==> src/rtl/v_sync_detect.sv <==
// Recovers the vertical line number from asynchronous active-low h/v sync and locks after LOCK_FRAMES good frames.
// Define V_SYNC_DETECT_PULSE_CHECK_EN to also require the v_sync pulse to span exactly V_SYNC_PULSE lines.
module v_sync_detect #(
  parameter logic [9:0] AV_Y          = 10'd480,
  parameter logic [1:0] V_SYNC_PULSE  = 2'd2,
  parameter logic [3:0] V_FRONT_PORCH = 4'd10,
  parameter logic [4:0] V_BACK_PORCH  = 5'd29,
  parameter logic [1:0] LOCK_FRAMES   = 2'd2
) (
  input  logic       clk,
  input  logic       reset,
  input  logic       h_sync,
  input  logic       v_sync,
  output logic [9:0] y,
  output logic       frame_start,
  output logic       line_valid,
  output logic       locked,
  output logic       sync_err
);

  localparam logic [9:0] Y_TOTAL   = AV_Y + 10'(V_SYNC_PULSE) + 10'(V_FRONT_PORCH) + 10'(V_BACK_PORCH);
  localparam logic [9:0] SYNC_LINE = AV_Y + 10'(V_FRONT_PORCH);
  localparam logic [9:0] Y_LAST    = Y_TOTAL - 10'd1;
  localparam logic [9:0] Y_OVER    = Y_TOTAL + 10'd1;

  typedef enum logic [1:0] {SEARCH = 2'd0, ACQUIRE = 2'd1, LOCKED = 2'd2} state_t;

  state_t     r_state, w_state_nxt;
  logic [1:0] r_good_cnt, w_good_cnt_nxt;
  logic       r_hs_meta, r_hs_sync, r_hs_prev;
  logic       r_vs_meta, r_vs_sync, r_vs_prev;
  logic [9:0] r_y, r_meas;
  logic       r_frame_start;
  logic       w_line_tick, w_frame_tick, w_frame_ok, w_overrun;

  always_ff @(posedge clk or negedge reset) begin
    if (!reset) begin
      r_hs_meta <= 1'b0;
      r_hs_sync <= 1'b0;
      r_hs_prev <= 1'b0;
      r_vs_meta <= 1'b0;
      r_vs_sync <= 1'b0;
      r_vs_prev <= 1'b0;
    end else begin
      r_hs_meta <= h_sync;
      r_hs_sync <= r_hs_meta;
      r_hs_prev <= r_hs_sync;
      r_vs_meta <= v_sync;
      r_vs_sync <= r_vs_meta;
      r_vs_prev <= r_vs_sync;
    end
  end

  assign w_line_tick  = r_hs_prev & ~r_hs_sync;
  assign w_frame_tick = r_vs_prev & ~r_vs_sync;

  // A frame tick wins over a coincident line tick: the line is absorbed into SYNC_LINE.
  always_ff @(posedge clk or negedge reset) begin
    if (!reset) begin
      r_y           <= 10'd0;
      r_frame_start <= 1'b0;
    end else begin
      r_frame_start <= w_line_tick && !w_frame_tick && (r_y == Y_LAST) && (r_state == LOCKED);
      if (w_frame_tick) begin
        r_y <= SYNC_LINE;
      end else if (w_line_tick) begin
        r_y <= (r_y == Y_LAST) ? 10'd0 : r_y + 10'd1;
      end
    end
  end

  always_ff @(posedge clk or negedge reset) begin
    if (!reset) begin
      r_meas <= 10'd0;
    end else if (w_frame_tick) begin
      r_meas <= 10'd0;
    end else if (w_line_tick && (r_meas != 10'h3FF)) begin
      r_meas <= r_meas + 10'd1;
    end
  end

`ifdef V_SYNC_DETECT_PULSE_CHECK_EN
  logic [3:0] r_vs_width;

  always_ff @(posedge clk or negedge reset) begin
    if (!reset) begin
      r_vs_width <= 4'd0;
    end else if (w_frame_tick) begin
      r_vs_width <= 4'd0;
    end else if (w_line_tick && !r_vs_sync && (r_vs_width != 4'hF)) begin
      r_vs_width <= r_vs_width + 4'd1;
    end
  end

  assign w_frame_ok = (r_meas == Y_TOTAL) && (r_vs_width == 4'(V_SYNC_PULSE));
`else
  assign w_frame_ok = (r_meas == Y_TOTAL);
`endif

  // Missing v_sync shows up as the measurement running one line past a full frame.
  assign w_overrun = (r_meas == Y_OVER);

  always_ff @(posedge clk or negedge reset) begin
    if (!reset) begin
      r_state    <= SEARCH;
      r_good_cnt <= 2'd0;
    end else begin
      r_state    <= w_state_nxt;
      r_good_cnt <= w_good_cnt_nxt;
    end
  end

  always_comb begin
    w_state_nxt    = r_state;
    w_good_cnt_nxt = r_good_cnt;
    case (r_state)
      SEARCH: begin
        if (w_frame_tick) begin
          w_state_nxt    = ACQUIRE;
          w_good_cnt_nxt = 2'd0;
        end
      end
      ACQUIRE: begin
        if (w_frame_tick) begin
          if (w_frame_ok) begin
            w_good_cnt_nxt = r_good_cnt + 2'd1;
            if ((r_good_cnt + 2'd1) == LOCK_FRAMES) w_state_nxt = LOCKED;
          end else begin
            w_state_nxt = SEARCH;
          end
        end else if (w_overrun) begin
          w_state_nxt = SEARCH;
        end
      end
      LOCKED: begin
        if (w_frame_tick ? !w_frame_ok : w_overrun) w_state_nxt = SEARCH;
      end
      default: w_state_nxt = SEARCH;
    endcase
  end

  always_comb begin
    locked     = (r_state == LOCKED);
    line_valid = (r_state == LOCKED) && (r_y < AV_Y);
    sync_err   = 1'b0;
    if (r_state != SEARCH) sync_err = w_frame_tick ? !w_frame_ok : w_overrun;
  end

  assign y           = r_y;
  assign frame_start = r_frame_start;

endmodule
==> config.mk <==
export PLATFORM = sky130hd
export DESIGN_NAME = v_sync_detect
export DESIGN_NICKNAME = d
export VERILOG_FILES = /design/src/rtl/v_sync_detect.sv
export SDC_FILE = /design/constraint.sdc
export NUM_CORES = 1
export LEC_CHECK = 0
export CELL_PAD_IN_SITES_DETAIL_PLACEMENT = 0
export CELL_PAD_IN_SITES_GLOBAL_PLACEMENT = 1
export CORE_AREA = 2 2 65 67
export DETAILED_ROUTE_END_ITERATION = 8
export DIE_AREA = 0 0 67 69
export PLACE_DENSITY_LB_ADDON = 0.1
export SYNTH_ARGS = -nofsm -noshare
export SYNTH_HDL_FRONTEND = slang
export SYNTH_SLANG_ARGS = --single-unit
==> constraint.sdc <==
create_clock -name clk -period 2.25 [get_ports clk]
set_input_delay 0.3375 -clock clk [delete_from_list [all_inputs] [get_ports clk]]
set_output_delay 0.3375 -clock clk [all_outputs]
set_load 0.01 [all_outputs]
### Yosys cells after proc, flatten, opt, wreduce, memory -nomap -nowiden

Index checks and enable logic that the tools add are counted.
W data, S select, Z words.

| storage, ports and cells | value |
|---|---|
| memory bits (writable) | 0 |
| input bits | 4 |
| word-level logic and storage cells | 64 |
| output and inout port bits | 14 |
| latch bits | 0 |
| bits in registers | 31 |
| ROM bits | 0 |
| memories | 0 |

| cells by class | value |
|---|---|
| shifts and indexed selects | 0 |
| muxes and demuxes | 18 |
| reductions and logical operators | 14 |
| div/mod/pow operators | 0 |
| bitwise operators | 4 |
| multipliers | 0 |
| add/subtract/negate cells | 3 |
| equal/unequal tests | 13 |
| $lt $le $gt $ge | 1 |

Operators by type and width:

| kind | number |
|---|---|
| $mux W10 | 5 |
| $eq A10 B10 Y1 const B | 3 |
| $add A10 B1 Y10 const B | 2 |
| $mux W2 | 9 |
| $lt A10 B9 Y1 const B | 1 |
| $ne A10 B10 Y1 const B | 1 |
| $reduce_and A4 Y1 | 2 |
| $reduce_bool A2 Y1 | 4 |
| $ne A2 B2 Y1 const B | 3 |
| $pmux W2 S3 | 1 |
| $logic_and A1 B1 Y1 | 5 |
| $eq A2 B2 Y1 const B | 2 |
| $ne A4 B4 Y1 const B | 1 |
| $pmux W2 S2 | 1 |
| $ne A3 B3 Y1 const B | 1 |
| $add A2 B1 Y2 const B | 1 |
| $and A1 B1 Y1 | 2 |
| $eq A2 B1 Y1 const B | 1 |
| $logic_not A1 Y1 | 2 |
| $logic_not A2 Y1 | 1 |
| $mux W1 | 2 |
| $ne A2 B1 Y1 const B | 1 |
| $not A1 Y1 | 2 |

### Longest topological paths before layout

Gate-level depths: netlist (run 1).

| depth | value |
|---|---|
| depth in word-level cells | 6 |
| depth in mapped cells | 6 |
| depth with buffers taken out | 6 |

### Worst setup path after synthesis (run 1)

No wires, ideal clock.

| path | value |
|---|---|
| path type | flip-flop to output port |
| start | register r_meas[8] |
| end | output sync_err |
| path buffers | 0 |
| slack | 0.646 ns |
| stages on the path, launching flop included | 5 |
| data required time | 1.913 ns |
| arrival | 1.266 ns |
| cells stage by stage | dfrtp_1 -> nor4bb_1 -> nand3_1 -> mux2i_1 -> o21a_1 |

| on the way | value |
|---|---|
| word-level cells in the longest chain between the ends | 4 |
| elaborated cells between the ends (all ways) | 5 |
| those cells by class | eq/ne: 2; mux: 2; reduce/logical: 1 |

Ends and longest elaborated chain:

| item | RTL line | source |
|---|---|---|
| from (decl) | 32 | `logic [9:0] r_y, r_meas;` |
| from (signal assigned) | 78 | `r_meas <= r_meas + 10'd1;` |
| $eq A10 B10 Y1 | 97 | `assign w_frame_ok = (r_meas == Y_TOTAL);` |
| $logic_not A1 Y1 | 146 | `if (r_state != SEARCH) sync_err = w_frame_tick ? !w_frame_ok : w_overrun;` |
| $mux W1 * (2 in a row) | 146 |  |
| to (decl) | 18 | `output logic sync_err` |

Mark *: on every way between the ends. The rest lies on a longest branch, timed or not.

### Worst setup path in the final report (run 1)

| path | value |
|---|---|
| start | register r_state[0] |
| end | output line_valid |

| on the way | value |
|---|---|
| word-level cells in the longest chain between the ends | 2 |

Ends and longest elaborated chain:

| item | RTL line | source |
|---|---|---|
| from (decl) | 28 | `state_t r_state, w_state_nxt;` |
| from (signal assigned) | 108 | `r_state <= w_state_nxt;` |
| $eq A2 B2 Y1 | 144 | `line_valid = (r_state == LOCKED) && (r_y < AV_Y);` |
| $logic_and A1 B1 Y1 | 144 |  |
| to (decl) | 16 | `output logic line_valid,` |

No other way between the ends.

==> out/summary.txt, run 1 <==
Maximum number of pins on one net before global-route repair -> 32
WL/cell -> 14.3 um
FMAX -> 0.471 GHz
Number of remaining DRC errors -> 0
Vias -> 1346
Ys flop type -> dfrtp_1
Worst hold path startpoint -> r_vs_meta$_DFF_PN0_
Fin. Hold Viols -> 0
Vias in the first global route -> 1268
Synthesized area per cell -> 9.68 um^2
Crit Path Category -> register to output pin
CP required -> 1.91 ns
CTS clock-pin slew for the worst setup and hold paths -> 0.06 ns
Pre-Repair DR Iteration Count -> 4
Power Internal -> 887 uW
Via density -> 5.41
Hold depth -> 0
Final TNS setup -> 0 ns
Min Tclk post-route -> 2.12 ns
Worst Hold End -> r_vs_sync$_DFF_PN0_
Unrepaired setup endpoints after global routing -> false
Clock Latency Late Sink -> 0.28 ns
Final period utilization -> 94.3%
Post-synth EDFFs -> 0
Mapped Area -> 1590 um^2
Peak supply drop -> 0.406 mV
Worst reg2reg startpoint -> r_hs_sync$_DFF_PN0_
CTS Buf Count -> 5
Syn Nets -> 174
Final antenna diode count -> 0
First DRT Iteration DRCs -> 32
Clock power share -> 34.4%
Port bufs -> 17
Status -> finished clean
Max_cap viols -> 0
Crit. End Element -> output pin
CTS root buf -> clkbuf_8
Reg power frac -> 51.8%
Post-synthesis cell count -> 164
Post-DP HPWL -> 2470 um
Routability cong. -> 0.787
Combinational power share -> 13.8%
Fin cells -> 249
Die H -> 69 um
I/O pins -> 18
Crit path max fanout -> 8
Initial Utilization -> 40.6%
Routed WL -> 3550 um
Power density over the cells -> 600 nW/um^2
Grt total ovfl -> 0
Tightest Hold Check Type -> register to register
Final setup violation count -> 0
Pleak -> 0.000869 uW
FF-to-FF path depth -> 4
CTS tree -> yes
Actual slew at the worst max-slew pin -> 0.462 ns
Yosys Warn Count -> 0
Clk sinks -> 31
RR Endpoint -> r_meas[7]$_DFFE_PN0P_
Data arrival, critical path -> 1.78 ns
Die width -> 67 um
Hold Buf Count CTS -> 0
Nets -> 208
GRT Total Usage -> 16.4%
Initial antenna violation count -> 0
Net Sw Power -> 332 uW
Slew margin rel. -> 69.0%
Switching share of power -> 27.2%
Cell variety after synth -> 41
First-pass GRT wire length -> 5780 um
Max Slew Vio Count -> 0
H-Tree Depth -> 2
Row cnt -> 23
Die Area -> 4620 um^2
Core footprint -> 3910 um^2
Setup Skew -> 0.00441 ns
ANT nets after route -> 0
FFs w/ async S/R, synth -> 100%
Share of post-route cells with drive strength above 1 -> 14.6%
Startpoint types -> register
Placed instance count -> 239
R2R Setup Slk -> 0.56 ns
Max Buffers Root-to-Sink -> 2
Seq/Total Area, Yosys -> 48.9%
Area growth syn-to-layout -> 28.0%
Post-synthesis register bit count -> 31
-- flip-flops by register name, indices dropped and copies added (netlist names) --
signal and cells:
r_meas 10, y 10, r_good_cnt 2, r_state 2, frame_start 1, r_hs_meta 1
r_hs_prev 1, r_hs_sync 1, r_vs_meta 1, r_vs_prev 1, r_vs_sync 1
-- power by group through the flow --
| stage | sequential, uW | clock [uW] | combinational, uW |
|---|---|---|---|
| final | 632 | 419 | 169 |
| after global routing | 637 | 453 | 189 |
| after CTS | 631 | 431 | 170 |
| after detailed placement | 640 | 0 | 169 |
| after global placement | 638 | 0 | 166 |
| after floorplan | 639 | 0 | 85.7 |
-- routing by layer --
metal / vias to the layer above / global-route usage (%) / part of all wire, %
met5: - / 0 / 0
met4: 0 / 6.80 / 1.3
met3: 5 / 3.92 / 3.8
met2: 18 / 24.6 / 47
met1: 657 / 22.5 / 48
li1: 666 / - / -
-- layout by cell type (no fill, tap or decap), drive strengths merged, types with 2 or more instances in the layout --
cell and n:
a211oi 3, a21oi 11, and3 3, buf 14, clkbuf 8, clkdlybuf4s50 16
dfrtp 31, ha 6, inv 9, mux2i 2, nand2 17, nand2b 4
nand3 8, nand4 5, nor2 12, nor2b 3, nor3 7, nor4 5
o211ai 2, o31ai 2, o32ai 2, or3 2, or4 2, xnor2 5
xor2 2
-- logic make-up (layout without fill, tap and decap cells) --
group / count (synthesis) / in the layout / share of synthesized area (%)
and+or+nand+nor: 77 / 77 / 26.3
DFF: 31 / 31 / 48.9
AOI/OAI and AO/OA: 28 / 28 / 11.9
buffers and inverters: 13 / 48 / 3.07
xor gates and xnor gates: 7 / 7 / 3.86
adders and majority gates: 6 / 6 / 4.73
muxes: 2 / 2 / 1.26
-- critical path: stages (launching register included) --
cell,delay [ns]
dfrtp_1,0.44
nand2b_1,0.23
nor3b_1,0.25
clkdlybuf4s50_1,0.58
-- cell usage after synthesis (all sizes together), types with 2 or more instances --
library cell	instances	share of area (%)
nor2b	3	1.2
nand2b	4	1.6
a21oi	11	3.5
or4	2	0.95
nor3	7	2.2
or3	2	1.1
xnor2	5	2.8
dfrtp	31	49
nand3	8	2.5
mux2i	2	1.3
nor4	5	2.0
nand4	5	2.0
nand2	17	4.0
ha	6	4.7
o211ai	2	0.95
xor2	2	1.1
o31ai	2	0.95
inv	9	2.1
clkbuf	4	0.95
o32ai	2	1.1
a211oi	3	1.4
and3	3	1.2
nor2	12	2.8
-- per-stage QoR --
stage               cell area [um^2]  power, uW  setup slack (ns)  utilization [%]  hold WS, ns
floorplan                       1590        724             0.646                -       0.0419
global placement                1900        804             0.117             48.4        0.343
detailed placement              1900        810            0.0529             48.4        0.344
CTS                             2000       1230            0.0600             51.0        0.357
global route                    2030       1280            0.0593             51.9        0.375
finish                          2030       1220             0.129             51.9        0.352
-- repair_timing --
item | CTS | global route
pin swaps | 3 | 2
gates resized for setup | 3 | 8
hold endpoints to repair | 0 | 0
setup endpoints to repair | 1 | 1
setup buffers | 1 | 1
cloned | 0 | 0
-- worst max-delay path by stage --
| stage | start | end | depth (start not counted) |
|---|---|---|---|
| floorplan | r_meas[8]$_DFFE_PN0P_ | sync_err | 4 |
| global placement | r_meas[5]$_DFFE_PN0P_ | sync_err | 6 |
| detailed placement | r_meas[2]$_DFFE_PN0P_ | sync_err | 5 |
| CTS | r_meas[8]$_DFFE_PN0P_ | sync_err | 6 |
| global route | r_state[0]$_DFFE_PN0P_ | line_valid | 3 |
| finish | r_state[0]$_DFFE_PN0P_ | line_valid | 3 |
-- area by class of cell --
type / instances / area (um^2)
fillers: 386 / 1880
multi-input cells: 120 / 807
flip-flops and latches: 31 / 777
repair buffers: 31 / 270
clock buffers: 7 / 76.3
well taps: 50 / 62.6
inverters: 9 / 33.8
clock inverters: 1 / 5.00
(Power assumes the default switching activity.)
==> inputs of run 2 (changes only) <==
Settings changed: CORE_AREA 2 2 65 67 to 2 2 62 64, DIE_AREA 0 0 67 69 to 0 0 64 66, DONT_BUFFER_PORTS from default to 1.
==> run 2 against run 1 <==
  * Sequential power rose by 1%
  * Via count fell by 4.8%
  * Flip-flop and latch count did not move
  * Non-clock buffer count fell by 25
  * Global-route usage rose by 2.4 points
  * Critical path depth rose by 1
  * Utilization fell by 1.5 points
  * Register-to-register slack barely moved
  * Highest routed layer unchanged
  * Clock-buffer cell count fell by 2
==> out/summary.txt, run 2 (synthesis gave the netlist of run 1 again) <==
Status -> finished clean
Reg power frac -> 58.5% (+6.7 points)
Max Buffers Root-to-Sink -> 2 (unchanged)
CTS Buf Count -> 5 (unchanged)
Grt total ovfl -> 0 (unchanged)
Routability cong. -> 0.767 (-2.6%)
First-pass GRT wire length -> 6070 um (+4.9%)
Die H -> 66 um (-4.3%)
Die width -> 64 um (-4.5%)
Final TNS setup -> 0 ns (unchanged)
Combinational power share -> 11.9% (-1.9 points)
Most common cell after layout, fill and taps aside -> dfrtp_1
First DRT Iteration DRCs -> 56 (+75%)
Max_cap viols -> 0 (unchanged)
Power Internal -> 763 uW (-14%)
Peak supply drop -> 0.367 mV (-9.6%)
Nets -> 183 (-12%)
Setup Skew -> 0.00715 ns (+0.00274 ns)
ANT nets after route -> 0 (unchanged)
Tightest Hold Check Type -> register to register
Final period utilization -> 91.8% (-2.5 points)
Vias -> 1281 (-4.8%)
Vias in the first global route -> 1273 (+0.39%)
CP required -> 1.91 ns (about the same)
Die Area -> 4220 um^2 (-8.6%)
Switching share of power -> 30.3% (+3.0 points)
Post CTS Setup Buffer Count -> 0 (-1)
Pre-Repair DR Iteration Count -> 4 (unchanged)
Pleak -> 0.000748 uW (-14%)
GRT Total Usage -> 18.9% (+2.4 points)
Net Sw Power -> 332 uW (-0.21%)
WL/cell -> 15.4 um (+7.7%)
Final setup violation count -> 0 (unchanged)
Filler cells -> 330 (-15%)
Number of remaining DRC errors -> 0 (unchanged)
Share of post-route cells with drive strength above 1 -> 9.77% (-4.8 points)
Via density -> 5.77 (+6.7%)
Port bufs -> 0 (-17)
I/O pins -> 18 (unchanged)
Power density over the cells -> 612 nW/um^2 (+1.9%)
Fin. Hold Viols -> 0 (unchanged)
Min Tclk post-route -> 2.07 ns (-0.0552 ns)
Crit path max fanout -> 6 (-2)
Final antenna diode count -> 0 (unchanged)
Maximum number of pins on one net before global-route repair -> 32 (unchanged)
Routed WL -> 3410 um (-4.0%)
Sequential Area -> 777 um^2 (unchanged)
Power Total -> 1090 uW (-10%)
Actual slew at the worst max-slew pin -> 0.517 ns (+0.0557 ns)
Most frequent cells in the layout -> dfrtp_1, nand2_1, nor2_1
CTS root buf -> clkbuf_4
H-Tree Depth -> 2 (unchanged)
Crit Path Category -> register to output pin
Clock Latency Late Sink -> 0.34 ns (+0.06 ns)
Area growth syn-to-layout -> 12.8%
Max Slew Vio Count -> 0 (unchanged)
Startpoint types -> register
Data arrival, critical path -> 1.73 ns (-0.05 ns)
Area of the multi-input gates -> 797 um^2 (-1.2%)
Initial antenna violation count -> 0 (unchanged)
Clock power share -> 29.5% (-4.9 points)
Slew margin rel. -> 65.3% (-3.7 points)
Row cnt -> 22 (-4.3%)
Crit. End Element -> output pin
Post-DP HPWL -> 2420 um (-2.2%)
CTS tree -> yes
Initial Utilization -> 44.7% (+4.1 points)
Core footprint -> 3550 um^2 (-9.3%)
Clk sinks -> 31 (unchanged)
FMAX -> 0.484 GHz (+2.7%)
CTS clock-pin slew for the worst setup and hold paths -> 0.10 ns (+0.04 ns)
## run 2: cell types whose count changed in the layout (fill, tap and decap cells not counted), sizes merged
cell           delta
dlygate4sd3       +3
clkinvlp          +2
clkbuf            -3
clkdlybuf4s50    -16
buf              -11
## run 2: what timing repair did
action / CTS / global route
hold buffers: 3 / 1
setup endpoints to repair: 0 / 1
resized for setup: 0 / 6
hold endpoints to repair: 32 / 1
## run 2: layout make-up
type / count / area share [%]
Multi-Input combinational cell: 120 / 44.5
Sequential cell: 31 / 43.4
Tap cell: 48 / 3.35
Timing Repair Buffer: 6 / 3.63
Clock inverter: 3 / 1.12
Inverter: 9 / 1.89
Clock buffer: 5 / 2.10
## run 2: path summary, 6_finish.rpt
check / startpoint / endpoint / slack [ns] / cells past startpoint
min in group asynchronous: reset / y[6]$_DFFE_PN0P_ / 0.42 / 2
max: r_meas[9]$_DFFE_PN0P_ / sync_err / 0.18 / 4
max reg2reg: r_hs_sync$_DFF_PN0_ / r_meas[7]$_DFFE_PN0P_ / 0.55 / 4
min reg2reg: r_hs_meta$_DFF_PN0_ / r_hs_sync$_DFF_PN0_ / 0.37 / 0
max in group asynchronous: reset / r_meas[8]$_DFFE_PN0P_ / 1.65 / 2
min: r_hs_meta$_DFF_PN0_ / r_hs_sync$_DFF_PN0_ / 0.37 / 0
## run 2: power groups by stage
stage	sequential, uW	combinational (uW)	clock, uW
floorplan	639	85.7	0
global placement	649	106	0
detailed placement	650	111	0
CTS	639	130	341
global route	648	153	367
finish	641	131	323
## run 2: stage by stage
step / hold WS, ns / worst slack (ns) / area (um^2) / utilization, % / instances
global route: 0.381 / -0.00439 / 1790 / 50.4 / 222
CTS: 0.0000853 / 0.0142 / 1750 / 49.2 / 221
floorplan: 0.0419 / 0.646 / 1590 / - / 164
detailed placement: 0.0426 / 0.410 / 1650 / 46.4 / 210
finish: 0.366 / 0.184 / 1790 / 50.4 / 222
global placement: 0.0426 / 0.516 / 1650 / 46.4 / 210
## run 2: routing by layer
metal  part of all wire [%]  GRT usage [%]  vias up
li1                       -              -      618
met1                     50           24.4      631
met2                     45           30.7       25
met3                    3.6           4.26        7
met4                    1.8           7.34        0
met5                      0              0        -
## run 2: critical path: stages, from the launching register on
cell and delay (ns):
dfrtp_1 0.45, nor4bb_4 0.35, nand3_1 0.17, mux2i_2 0.21, o21a_1 0.21
==> inputs of run 3 (changes only) <==
Settings changed: CORE_AREA 2 2 62 64 to 2 2 69 58, DIE_AREA 0 0 64 66 to 0 0 71 60.
==> run 3 against run 2 <==
  * Final cell count down 2.7%
  * Utilization down 1.7 points
  * Critical path depth unchanged
  * First-iteration DRC count up 73%
  * Routed wire length up 1.7%
  * Critical endpoint unchanged
  * Largest power group unchanged
==> out/summary.txt, run 3 (synthesis gave the netlist of run 1 again) <==
ANT nets after route -> 0 (unchanged)
Port bufs -> 0 (unchanged)
Die H -> 60 um (-9.1%)
Area of the multi-input gates -> 776 um^2 (-2.7%)
Routability cong. -> 0.815 (+6.4%)
Power Total -> 1180 uW (+7.6%)
Fin. Hold Viols -> 0 (unchanged)
Crit path cell chain -> nor4bb_2, nand3_1, mux2i_1, o21a_1
Share of post-route cells with drive strength above 1 -> 7.56% (-2.2 points)
Min Tclk post-route -> 2.08 ns (+0.0185 ns)
Layout Utilization -> 48.7% (-1.7 points)
CTS root buf -> clkbuf_8
CP top delay family -> simple AND/OR/NAND/NOR gates
I/O pins -> 18 (unchanged)
First-pass GRT wire length -> 5740 um (-5.4%)
Routed WL -> 3470 um (+1.7%)
Die Area -> 4260 um^2 (+0.85%)
H-Tree Depth -> 2 (unchanged)
Nets -> 181 (-1.1%)
Worst reg2reg startpoint -> r_hs_sync$_DFF_PN0_
RR Endpoint -> r_meas[7]$_DFFE_PN0P_
Clock Latency Late Sink -> 0.28 ns (-0.06 ns)
Core footprint -> 3630 um^2 (+2.2%)
Via density -> 5.84 (+1.2%)
Final TNS setup -> 0 ns (unchanged)
Final setup violation count -> 0 (unchanged)
Tightest Hold Check Type -> input port to register
Pre-Repair DR Iteration Count -> 4 (unchanged)
R2R Setup Slk -> 0.56 ns (about the same)
Most frequent cells in the layout -> dfrtp_1, nand2_1, nor2_1
FMAX -> 0.480 GHz (-0.89%)
Vias in the first global route -> 1231 (-3.3%)
CTS tree -> yes
Slowest CP cell -> dfrtp_1
Worst Hold End -> r_hs_meta$_DFF_PN0_
Final antenna diode count -> 0 (unchanged)
Hold depth -> 0 (unchanged)
CP max stage delay -> 0.46 ns (about the same)
Worst hold path startpoint -> h_sync
Final period utilization -> 92.6% (+0.82 points)
Sequential Area -> 776 um^2 (-0.16%)
FF-to-FF path depth -> 4 (unchanged)
GRT Total Usage -> 18.0% (-0.85 points)
Unrepaired setup endpoints after global routing -> false
Initial Utilization -> 43.8% (-0.96 points)
CTS clock-pin slew for the worst setup and hold paths -> 0.06 ns (-0.04 ns)
Crit path max fanout -> 7 (+1)
Area growth syn-to-layout -> 11.3%
First DRT Iteration DRCs -> 97 (+73%)
Initial antenna violation count -> 0 (unchanged)
CTS Buf Count -> 5 (unchanged)
Slew margin rel. -> 67.1% (+1.9 points)
Setup Skew -> 0.00877 ns (+0.00161 ns)
Crit Path Category -> register to output pin
Die width -> 71 um (+11%)
Buffers plus inverters on the worst setup path -> 0 (unchanged)
Maximum number of pins on one net before global-route repair -> 32 (unchanged)
Power density over the cells -> 667 nW/um^2 (+9.1%)
Crit. End Element -> output pin
Vias -> 1261 (-1.6%)
Status -> finished clean
WL/cell -> 16.0 um (+4.5%)
Post-DP HPWL -> 2360 um (-2.6%)
Max_cap viols -> 0 (unchanged)
Peak supply drop -> 0.436 mV (+19%)
Grt total ovfl -> 0 (unchanged)
Clk sinks -> 31 (unchanged)
Number of remaining DRC errors -> 0 (unchanged)
Data arrival, critical path -> 1.75 ns (+0.02 ns)
Filler cells -> 374 (+13%)
Max Buffers Root-to-Sink -> 2 (unchanged)
CP required -> 1.91 ns (about the same)
Row cnt -> 20 (-9.1%)
Pleak -> 0.000754 uW (+0.85%)
Max Slew Vio Count -> 0 (unchanged)
Startpoint types -> register
Actual slew at the worst max-slew pin -> 0.489 ns (-0.0282 ns)
Most common cell after layout, fill and taps aside -> dfrtp_1
-- run 3: changes by cell type in the layout (fill, tap and decap cells not counted), sizes merged --
cell / previous run / this run
dlygate4sd3: 3 / 1
clkbuf: 5 / 7
clkinvlp: 2 / 0
-- run 3: worst register-to-register path, cell delays in order (launching register included) --
cell and delay, ns:
dfrtp_1 0.41, nand2b_1 0.18, or3_4 0.41, or4_1 0.47, a21oi_1 0.15
-- run 3: worst max path at each step --
stage	end	start	slack (ns)	cells after the start
detailed placement	sync_err	r_meas[8]$_DFFE_PN0P_	0.39	4
floorplan	sync_err	r_meas[8]$_DFFE_PN0P_	0.65	4
CTS	sync_err	r_meas[8]$_DFFE_PN0P_	0.08	4
global placement	sync_err	r_meas[8]$_DFFE_PN0P_	0.43	4
global route	sync_err	r_meas[9]$_DFFE_PN0P_	0.03	4
finish	sync_err	r_meas[8]$_DFFE_PN0P_	0.17	4
-- run 3: layout make-up --
class                      count  area share [%]
timing repair buffer           4            2.55
inverter                       9            1.91
tap                           44            3.12
multi-input combinational    120            43.9
sequential                    31            43.9
clock buffer                   7            4.32
clock inverter                 1           0.283
-- run 3: report_power, final --
part           total (uW)  internal (uW)  switching (uW)
clock network         415            217             198
logic                 122           51.4            70.3
registers             642            589            52.9
-- run 3: what timing repair did --
item | CTS | global route
hold endpoints to repair | 31 | 0
resized for setup | 0 | 2
endpoints found under the setup margin | 0 | 1
buffers inserted | 0 | 0
hold buffers | 2 | 0
-- run 3: metrics by stage --
stage	hold slack (ns)	setup slack [ns]	instance area [um^2]	std cells
after floorplan	0.0419	0.646	1590	164
after global placement	0.0426	0.433	1640	206
after detailed placement	0.0427	0.387	1640	206
after CTS	0.0702	0.0780	1750	216
after global routing	0.0584	0.0266	1770	216
final	0.0821	0.166	1770	216
-- run 3: routing by layer --
layer,vias up,wire (um),share of wire (%),GRT usage [%]
li1,610,-,-,-
met1,620,1790,52,23.5
met2,27,1510,44,26.6
met3,4,122,3.5,5.73
met4,0,46,1.3,10.5
met5,-,0,0,0
